[src/rtl/mc_ctrl_pkg.sv]
// Shared types and encodings for the multi-cycle MIPS-subset control FSM.
package mc_ctrl_pkg;

    typedef enum logic [3:0] {
        FETCH,
        DECODE,
        MEMADR,
        MEMRD,
        MEMWB,
        MEMWR,
        EXEC,
        ALUWB,
        BRANCH,
        IMM_EX,
        IMMWB,
        JUMP,
        HALT
    } state_t;

    localparam logic [5:0] OP_RTYPE = 6'h00;
    localparam logic [5:0] OP_LW    = 6'h23;
    localparam logic [5:0] OP_SW    = 6'h2B;
    localparam logic [5:0] OP_BEQ   = 6'h04;
    localparam logic [5:0] OP_BNE   = 6'h05;
    localparam logic [5:0] OP_ADDI  = 6'h08;
    localparam logic [5:0] OP_SLTI  = 6'h0A;
    localparam logic [5:0] OP_J     = 6'h02;

    localparam logic [2:0] ALU_ADD   = 3'b000;
    localparam logic [2:0] ALU_SUB   = 3'b001;
    localparam logic [2:0] ALU_FUNCT = 3'b010;
    localparam logic [2:0] ALU_SLT   = 3'b011;

    localparam logic [1:0] SRCB_REGB    = 2'b00;
    localparam logic [1:0] SRCB_FOUR    = 2'b01;
    localparam logic [1:0] SRCB_IMM     = 2'b10;
    localparam logic [1:0] SRCB_IMM_SH2 = 2'b11;

    localparam logic [1:0] PCSRC_ALU    = 2'b00;
    localparam logic [1:0] PCSRC_ALUOUT = 2'b01;
    localparam logic [1:0] PCSRC_JUMP   = 2'b10;

    localparam logic [1:0] ERR_ILLEGAL = 2'b01;
    localparam logic [1:0] ERR_TIMEOUT = 2'b10;

    function automatic logic is_wait_state(input state_t s);
        return (s == FETCH) || (s == MEMRD) || (s == MEMWR);
    endfunction

endpackage

[src/rtl/mc_wait_timer.sv]
// Counts consecutive cycles spent waiting on memory; expired_o flags the last allowed wait cycle.
module mc_wait_timer #(
    parameter int MEM_TIMEOUT = 16
) (
    input  logic clk_i,
    input  logic rst_i,
    input  logic clear_i,
    input  logic enable_i,
    output logic expired_o
);

    localparam int W = (MEM_TIMEOUT > 0) ? $clog2(MEM_TIMEOUT + 1) : 1;

    logic [W-1:0] count;

    // count holds the number of earlier waiting cycles, so the MEM_TIMEOUT-th one expires
    assign expired_o = (MEM_TIMEOUT != 0) && enable_i && (count == W'(MEM_TIMEOUT - 1));

    always_ff @(posedge clk_i or negedge rst_i) begin
        if (!rst_i) begin
            count <= '0;
        end else if (clear_i) begin
            count <= '0;
        end else if (enable_i && !expired_o) begin
            count <= count + 1'b1;
        end
    end

endmodule

[src/rtl/multi_cycle_ctrl.sv]
// Main control FSM of the multi-cycle CPU: sequences the shared ALU and unified memory.
module multi_cycle_ctrl
    import mc_ctrl_pkg::*;
#(
    parameter int MEM_TIMEOUT = 16
) (
    input  logic       clk_i,
    input  logic       rst_i,
    input  logic [5:0] instr_op_i,
    input  logic       zero_i,
    input  logic       mem_ready_i,
    output logic       mem_read_o,
    output logic       mem_write_o,
    output logic       iord_o,
    output logic       ir_write_o,
    output logic       pc_en_o,
    output logic [1:0] pc_source_o,
    output logic       alu_src_a_o,
    output logic [1:0] alu_src_b_o,
    output logic [2:0] alu_op_o,
    output logic       reg_dst_o,
    output logic       mem_to_reg_o,
    output logic       reg_write_o,
    output logic       instr_done_o,
    output logic       halted_o,
    output logic [1:0] err_o
);

    state_t     state, next_state;
    logic [1:0] err_set;
    logic       timer_clear, timer_enable, timer_expired;

    assign timer_enable = is_wait_state(state) && !mem_ready_i;
    assign timer_clear  = (next_state != state);

    mc_wait_timer #(.MEM_TIMEOUT(MEM_TIMEOUT)) u_wait_timer (
        .clk_i     (clk_i),
        .rst_i     (rst_i),
        .clear_i   (timer_clear),
        .enable_i  (timer_enable),
        .expired_o (timer_expired)
    );

    always_ff @(posedge clk_i or negedge rst_i) begin
        if (!rst_i) begin
            state <= FETCH;
            err_o <= '0;
        end else begin
            state <= next_state;
            err_o <= err_o | err_set;
        end
    end

    always_comb begin
        next_state = state;
        err_set    = '0;
        case (state)
            FETCH: begin
                if (mem_ready_i)        next_state = DECODE;
                else if (timer_expired) begin
                    next_state = HALT;
                    err_set    = ERR_TIMEOUT;
                end
            end
            DECODE: begin
                case (instr_op_i)
                    OP_LW, OP_SW:     next_state = MEMADR;
                    OP_RTYPE:         next_state = EXEC;
                    OP_BEQ, OP_BNE:   next_state = BRANCH;
                    OP_ADDI, OP_SLTI: next_state = IMM_EX;
                    OP_J:             next_state = JUMP;
                    default: begin
                        next_state = HALT;
                        err_set    = ERR_ILLEGAL;
                    end
                endcase
            end
            MEMADR: next_state = (instr_op_i == OP_SW) ? MEMWR : MEMRD;
            MEMRD, MEMWR: begin
                if (mem_ready_i)        next_state = (state == MEMRD) ? MEMWB : FETCH;
                else if (timer_expired) begin
                    next_state = HALT;
                    err_set    = ERR_TIMEOUT;
                end
            end
            EXEC:   next_state = ALUWB;
            IMM_EX: next_state = IMMWB;
            MEMWB, ALUWB, IMMWB, BRANCH, JUMP: next_state = FETCH;
            HALT:   next_state = HALT;
            default: next_state = HALT;
        endcase
    end

    always_comb begin
        mem_read_o   = 1'b0;
        mem_write_o  = 1'b0;
        iord_o       = 1'b0;
        ir_write_o   = 1'b0;
        pc_en_o      = 1'b0;
        pc_source_o  = PCSRC_ALU;
        alu_src_a_o  = 1'b0;
        alu_src_b_o  = SRCB_REGB;
        alu_op_o     = ALU_ADD;
        reg_dst_o    = 1'b0;
        mem_to_reg_o = 1'b0;
        reg_write_o  = 1'b0;
        instr_done_o = 1'b0;
        halted_o     = 1'b0;
        case (state)
            FETCH: begin
                mem_read_o  = 1'b1;
                alu_src_b_o = SRCB_FOUR;
                ir_write_o  = mem_ready_i;
                pc_en_o     = mem_ready_i;
            end
            DECODE: alu_src_b_o = SRCB_IMM_SH2;
            MEMADR: begin
                alu_src_a_o = 1'b1;
                alu_src_b_o = SRCB_IMM;
            end
            MEMRD: begin
                mem_read_o = 1'b1;
                iord_o     = 1'b1;
            end
            MEMWB: begin
                mem_to_reg_o = 1'b1;
                reg_write_o  = 1'b1;
                instr_done_o = 1'b1;
            end
            MEMWR: begin
                mem_write_o  = 1'b1;
                iord_o       = 1'b1;
                instr_done_o = mem_ready_i;
            end
            EXEC: begin
                alu_src_a_o = 1'b1;
                alu_op_o    = ALU_FUNCT;
            end
            ALUWB: begin
                reg_dst_o    = 1'b1;
                reg_write_o  = 1'b1;
                instr_done_o = 1'b1;
            end
            BRANCH: begin
                alu_src_a_o  = 1'b1;
                alu_op_o     = ALU_SUB;
                pc_source_o  = PCSRC_ALUOUT;
                instr_done_o = 1'b1;
                pc_en_o      = ((instr_op_i == OP_BEQ) && zero_i) ||
                               ((instr_op_i == OP_BNE) && !zero_i);
            end
            IMM_EX: begin
                alu_src_a_o = 1'b1;
                alu_src_b_o = SRCB_IMM;
                alu_op_o    = (instr_op_i == OP_SLTI) ? ALU_SLT : ALU_ADD;
            end
            IMMWB: begin
                reg_write_o  = 1'b1;
                instr_done_o = 1'b1;
            end
            JUMP: begin
                pc_source_o  = PCSRC_JUMP;
                pc_en_o      = 1'b1;
                instr_done_o = 1'b1;
            end
            HALT:    halted_o = 1'b1;
            default: halted_o = 1'b1;
        endcase
        // reset must suppress every write immediately, even before the state register settles
        if (!rst_i) begin
            ir_write_o   = 1'b0;
            pc_en_o      = 1'b0;
            reg_write_o  = 1'b0;
            mem_write_o  = 1'b0;
            instr_done_o = 1'b0;
        end
    end

endmodule

[config.mk]
export PLATFORM = sky130hd
export DESIGN_NAME = multi_cycle_ctrl
export DESIGN_NICKNAME = d
export VERILOG_FILES = /design/src/rtl/mc_ctrl_pkg.sv /design/src/rtl/mc_wait_timer.sv /design/src/rtl/multi_cycle_ctrl.sv
export SDC_FILE = /design/constraint.sdc
export NUM_CORES = 1
export LEC_CHECK = 0
export BUFFER_PORTS_ARGS = -buffer_cell sky130_fd_sc_hd__buf_2
export CAP_MARGIN = 20
export CORE_MARGIN = 2
export CORE_UTILIZATION = 30
export CTS_CLUSTER_DIAMETER = 50
export DETAILED_ROUTE_END_ITERATION = 12
export PLACE_DENSITY_LB_ADDON = 0.25
export SETUP_SLACK_MARGIN = 0.5
export SYNTH_ARGS = -nofsm -noshare
export SYNTH_HDL_FRONTEND = slang
export SYNTH_SLANG_ARGS = --single-unit
[constraint.sdc]
create_clock -name clk_i -period 4.4 [get_ports clk_i]
set_clock_uncertainty 0.1 [all_clocks]
set_input_delay 0.66 -clock clk_i [delete_from_list [all_inputs] [get_ports clk_i]]
set_output_delay 0.66 -clock clk_i [all_outputs]
set_load 0.05 [all_outputs]
Word-level counts from Yosys, hierarchy flattened

Index checks and enable logic that the tools add are counted.

Muxes and demuxes: 33
Bitwise operators: 1
Eq/ne operators: 20
$add $sub $neg: 1
Reduce and logical (&&, ||, !) cells: 26

Operators by type and width:

| operator                                            | number |
|---|---|
| case mux 4 bit (7 select lines)                     | 1 |
| case mux 4 bit (5 select lines)                     | 1 |
| equality test 4 x 3 -> 1 bit, second input constant | 4 |
| equality test 4 bit, second input constant          | 4 |
| 2-to-1 mux 1 bit                                    | 15 |
| equality test 6 x 3 -> 1 bit, second input constant | 2 |
| equality test 6 x 4 -> 1 bit, second input constant | 2 |
| equality test 6 bit, second input constant          | 2 |
| 2-to-1 mux 4 bit                                    | 3 |
| case mux 2 bit (3 select lines)                     | 2 |
| OR reduction 12 bit                                 | 1 |
| OR reduction 2 bit                                  | 6 |
| 2-to-1 mux 5 bit                                    | 2 |
| equality test 4 x 2 -> 1 bit, second input constant | 2 |
| case mux 2 bit (2 select lines)                     | 2 |
| OR reduction 8 bit                                  | 1 |
| equality test 6 x 2 -> 1 bit, second input constant | 1 |
| logical NOT 6 bit                                   | 1 |
| 2-to-1 mux 2 bit                                    | 3 |
| 2-to-1 mux 3 bit                                    | 2 |
| OR reduction 3 bit                                  | 2 |
| adder 5 x 1 -> 5 bit, second input constant         | 1 |
| equality test 5 x 4 -> 1 bit, second input constant | 1 |
| logical AND 1 bit                                   | 5 |
| other kinds (11)                                    | 15 |

Word-level logic and storage cells: 84
Bits of input ports: 10
Bits in registers: 11
Output and inout bits: 20

Logic depth before layout (Yosys ltp)

Depth after elaboration: 10
Depth in mapped cells: 8

Cells and area by module

A second synthesis with hierarchy kept.

Cell total of the unflattened synthesis: 129
Area, all modules: 1109.8 um^2

By module, submodules not included:

| module           | cells each | times used | sequential area each (um^2) | area each (um^2) |
|---|---|---|---|---|
| multi_cycle_ctrl | 105        | 1          | 150.1                       | 834.6 |
| mc_wait_timer    | 24         | 1          | 125.1                       | 275.3 |

Least setup slack after synthesis

No wires, ideal clock.

Kind: register -> output
Start: register state[3]
End: output instr_done_o
Data arrival time: 2.796 ns
Stages on the path, launching flop included: 5
Path slack: 0.844 ns
Path through: dfrtp_1 > buf_6 > clkbuf_1 > and2_1 > nor4b_1

Longest elaborated chain between the ends: 4
Elaborated cells between the ends (all ways): 9
Those cells by class: eq/ne (6); mux (2); reduce/logical (1)

RTL lines:

| item                                                                       | line                    | source |
|---|---|---|
| start, declared                                                            | multi_cycle_ctrl.sv:29  | `state_t state, next_state;` |
| start signal, assigned                                                     | multi_cycle_ctrl.sv:49  | `state <= next_state;` |
| equality test 4 bit / equality test 4 x 3 -> 1 bit (equally long branches) | multi_cycle_ctrl.sv:109 | `case (state)` |
| OR reduction 5 bit (no line)                                               | --                      |  |
| case mux 1 bit (2 select lines) *                                          | multi_cycle_ctrl.sv:109 |  |
| 2-to-1 mux 1 bit *                                                         | multi_cycle_ctrl.sv:170 | `if (!rst_i) begin` |
| end, declared                                                              | multi_cycle_ctrl.sv:24  | `output logic instr_done_o,` |

Mark *: on every way between the ends. The rest lies on a longest branch, timed or not.

Final worst setup path

Start: register state[1]
End: output instr_done_o

The elaborated chain is that of the path after synthesis.

==> results.py <==
metrics = {
    "clocking": {
        "post_cts_buffers": 0,
        "root_buffer": "clkbuf_8",
        "htree_levels": 1,
        "cts_tree": "done",
        "clk_latency_ns": 0.24,
        "clock_path_buffers": 2,
        "cts_inserted_buffers": 3,
        "cts.clk_slew.worst_paths_ns": 0.05,
        "post_cts_resized": 0,
        "clock_sinks": 11,
        "ctsHoldBuffers": 0,
    },
    "floorplan": {
        "core_area_um2": 3940,
        "initial_core_util_pct": 30.9,
        "die-area_um2": 4590,
        "fp.dieH_um": 67.7,
        "rows": 23,
        "die_w_um": 67.7,
        "io-pin-count": 30,
    },
    "logic_synthesis": {
        "yosys_register_bits": 11,
        "synth.top_cells.by_count": "17 x nor2_1, 11 x a21oi_1, 11 x dfrtp_1, 9 x nand2_1",
        "yosysTopAreaCellShare_pct": 22.6,
        "yosysWarnings": 0,
        "synthDistinctLibCells": 56,
        "netlist_instances": 148,
        "syn_area_per_cell_um2": 8.23,
        "syn-num-nets": 160,
        "async_flop_share_pct": 100,
        "syn_area_um2": 1220,
        "yosysTopAreaCell": "dfrtp_1",
        "ys_seq_area_share_pct": 22.6,
        "synth-edff-count": 0,
        "synth.most_common_cell": "nor2_1",
        "ys.flop_type": "dfrtp_1",
        "synthTopCellsByArea": "dfrtp_1 23%, nor2_1 5.2%, a21oi_1 4.5%, buf_6 3.7%, nand2b_1 3.6%",
    },
    "worst_setup_path": {
        "r2r-end": "u_wait_timer.count[2]",
        "reg2reg_setup_slack_ns": 1.83,
        "critPathKind": "flop to output port",
        "worstPathMaxFanout": 22,
        "arrival_ns": 2.23,
        "r2r-start": "u_wait_timer.count[0]",
        "crit_end": "instr_done_o",
        "worstSetupEndpointType": "output port",
        "cp-start-kind": "flop",
        "critical_path.startpoint": "state[1]",
        "worst-endpoint-required_ns": 3.64,
        "reg2reg_depth": 8,
    },
    "power_and_ir_drop": {
        "ir_drop_uv": 221,
        "p_leak_nw": 0.613,
        "total_power_mw": 0.982,
        "powerDensity_nw_per_um2": 709,
    },
    "placement": {
        "detailed_place_hpwl_um": 2380,
        "buffer_ports.inserted": 28,
        "dp_cells": 216,
        "place_ws_ns": 1.63,
        "gp_congestion": 0.794,
    },
    "final_layout": {
        "area_growth_pct": 13.6,
        "nFillCells": 411,
        "final_net_count": 183,
        "fin_cells": 220,
        "diodes": 0,
        "drive_gt1_share_pct": 28.8,
    },
    "run": {
        "max-cap-violations": 0,
    },
    "routing": {
        "wirelength_um": 3220,
        "routedWlPerCell_um": 14.7,
        "antenna_left": 0,
        "route.detailed.drc": 0,
        "detail_route.iter0.violations": 117,
        "drt-pass1-iter-count": 4,
        "viasPerCell": 5.46,
        "vias": 1201,
    },
    "global_route": {
        "grt_pass1_vias": 1055,
        "overflow": 0,
        "grt_usage_pct": 14.7,
        "grt_use_met2_pct": 23.3,
        "grt_pass1_wl_um": 5090,
        "met3_usage_pct": 3.50,
        "antenna_found_initial": 0,
        "use_met1_pct": 20.8,
        "grt_max_degree": 24,
        "busiest_layer": "met2",
    },
    "timing": {
        "maxSlewViolCount": 0,
        "rsz0062_at_grt": "no",
        "fmax_ghz": 0.335,
        "worst_slack_ns": 1.41,
        "min_period_ns": 2.99,
        "worst_pin_slew_ns": 0.867,
        "setup_viol_count_final": 0,
        "slew_headroom_pct": 42.2,
        "finalCritPeriodShare_pct": 67.9,
        "setup_tns_ns": 0,
        "hold_violations": 0,
        "hold_ws_ns": 0.224,
    },
    "hold_path": {
        "min_path_type": "input pin to async pin",
    },
    "status": {
        "outcome": "finished, final reports clean",
    },
}
## worst min-delay path by stage
stage	startpoint	to	cells after the start
floorplan	rst_i	err_o[0]	0
global route	rst_i	err_o[1]	1
CTS	rst_i	u_wait_timer.count[4]	1
global placement	err_o[0]	err_o[0]	1
finish	rst_i	u_wait_timer.count[4]	1
detailed placement	err_o[0]	err_o[0]	1
## per-stage QoR
stage          utilization (%)  instance area, um^2
6_report                  35.1                 1380
5_1_grt                   35.1                 1380
4_1_cts                   35.1                 1380
3_5_place_dp              33.9                 1340
3_3_place_gp              33.9                 1340
2_1_floorplan                -                 1220
## registers in the layout (all words and copies together) (netlist names)
name / count
state: 4
u_wait_timer.count: 5
err_o: 2
## cell families (layout without fill, tap and decap cells)
logic type                 Yosys count  in the layout  synth area share [%]
and+or+nand+nor                     74             74                  36.2
other                                1              1                 0.308
DFF                                 11             11                  22.6
AOI/OAI and AO/OA                   35             35                  21.4
buffers and inverters               15             37                  8.83
adders and majority gates            2              2                  2.05
xor gates and xnor gates             6              6                  4.93
muxes                                4              4                  3.70
## power by group
group	leakage [nW]	switching (mW)	total [mW]	internal [mW]
logic	0.443	0.441	0.655	0.214
clock network	0.0255	0.0397	0.102	0.0623
registers	0.144	0.106	0.224	0.119
total	0.613	0.587	0.982	0.395
## critical path: stages, from the launching register on
cell      delay [ns]
dfrtp_1         0.90
clkinv_4        0.19
nand2_1         0.24
nor2_1          0.08
nor4b_1         0.26
buf_2           0.31
## placed cells by master, fill, tap and decap left out, types with 2 or more instances in the layout
| cell | Yosys | routed |
|---|---|---|
| inv_1 | 3 | 3 |
| a21oi_1 | 11 | 11 |
| nor4_1 | 7 | 7 |
| mux2i_1 | 3 | 3 |
| nor2_1 | 17 | 17 |
| o31ai_1 | 2 | 2 |
| xor2_1 | 3 | 3 |
| nor3_1 | 4 | 4 |
| nand2b_1 | 7 | 7 |
| clkbuf_8 | 0 | 3 |
| dfrtp_1 | 11 | 11 |
| or2_2 | 3 | 3 |
| o21ai_0 | 6 | 6 |
| a311o_1 | 2 | 2 |
| xnor2_1 | 2 | 2 |
| nand2_1 | 9 | 9 |
| nor4b_1 | 3 | 3 |
| nor2b_1 | 4 | 4 |
| o22ai_1 | 2 | 2 |
| ha_1 | 2 | 2 |
| buf_2 | 1 | 28 |
| and3_1 | 2 | 2 |
| nand3_1 | 5 | 5 |
## final cells by class
type	instances	area (um^2)	area share, %
inverter	5	23.8	1.72
multi-input combinational	122	836	60.4
clock inverter	1	5.00	0.362
timing repair buffer	28	140	10.1
sequential	11	275	19.9
tap	50	62.6	4.52
clock buffer	3	41.3	2.98
## per-layer routing
| metal | up-vias | routed length (um) |
|---|---|---|
| met2 | 30 | 1630 |
| met5 | - | 0 |
| li1 | 588 | - |
| met3 | 2 | 131 |
| met1 | 581 | 1450 |
| met4 | 0 | 8 |
No activity file was read; power rests on OpenSTA's default activity.
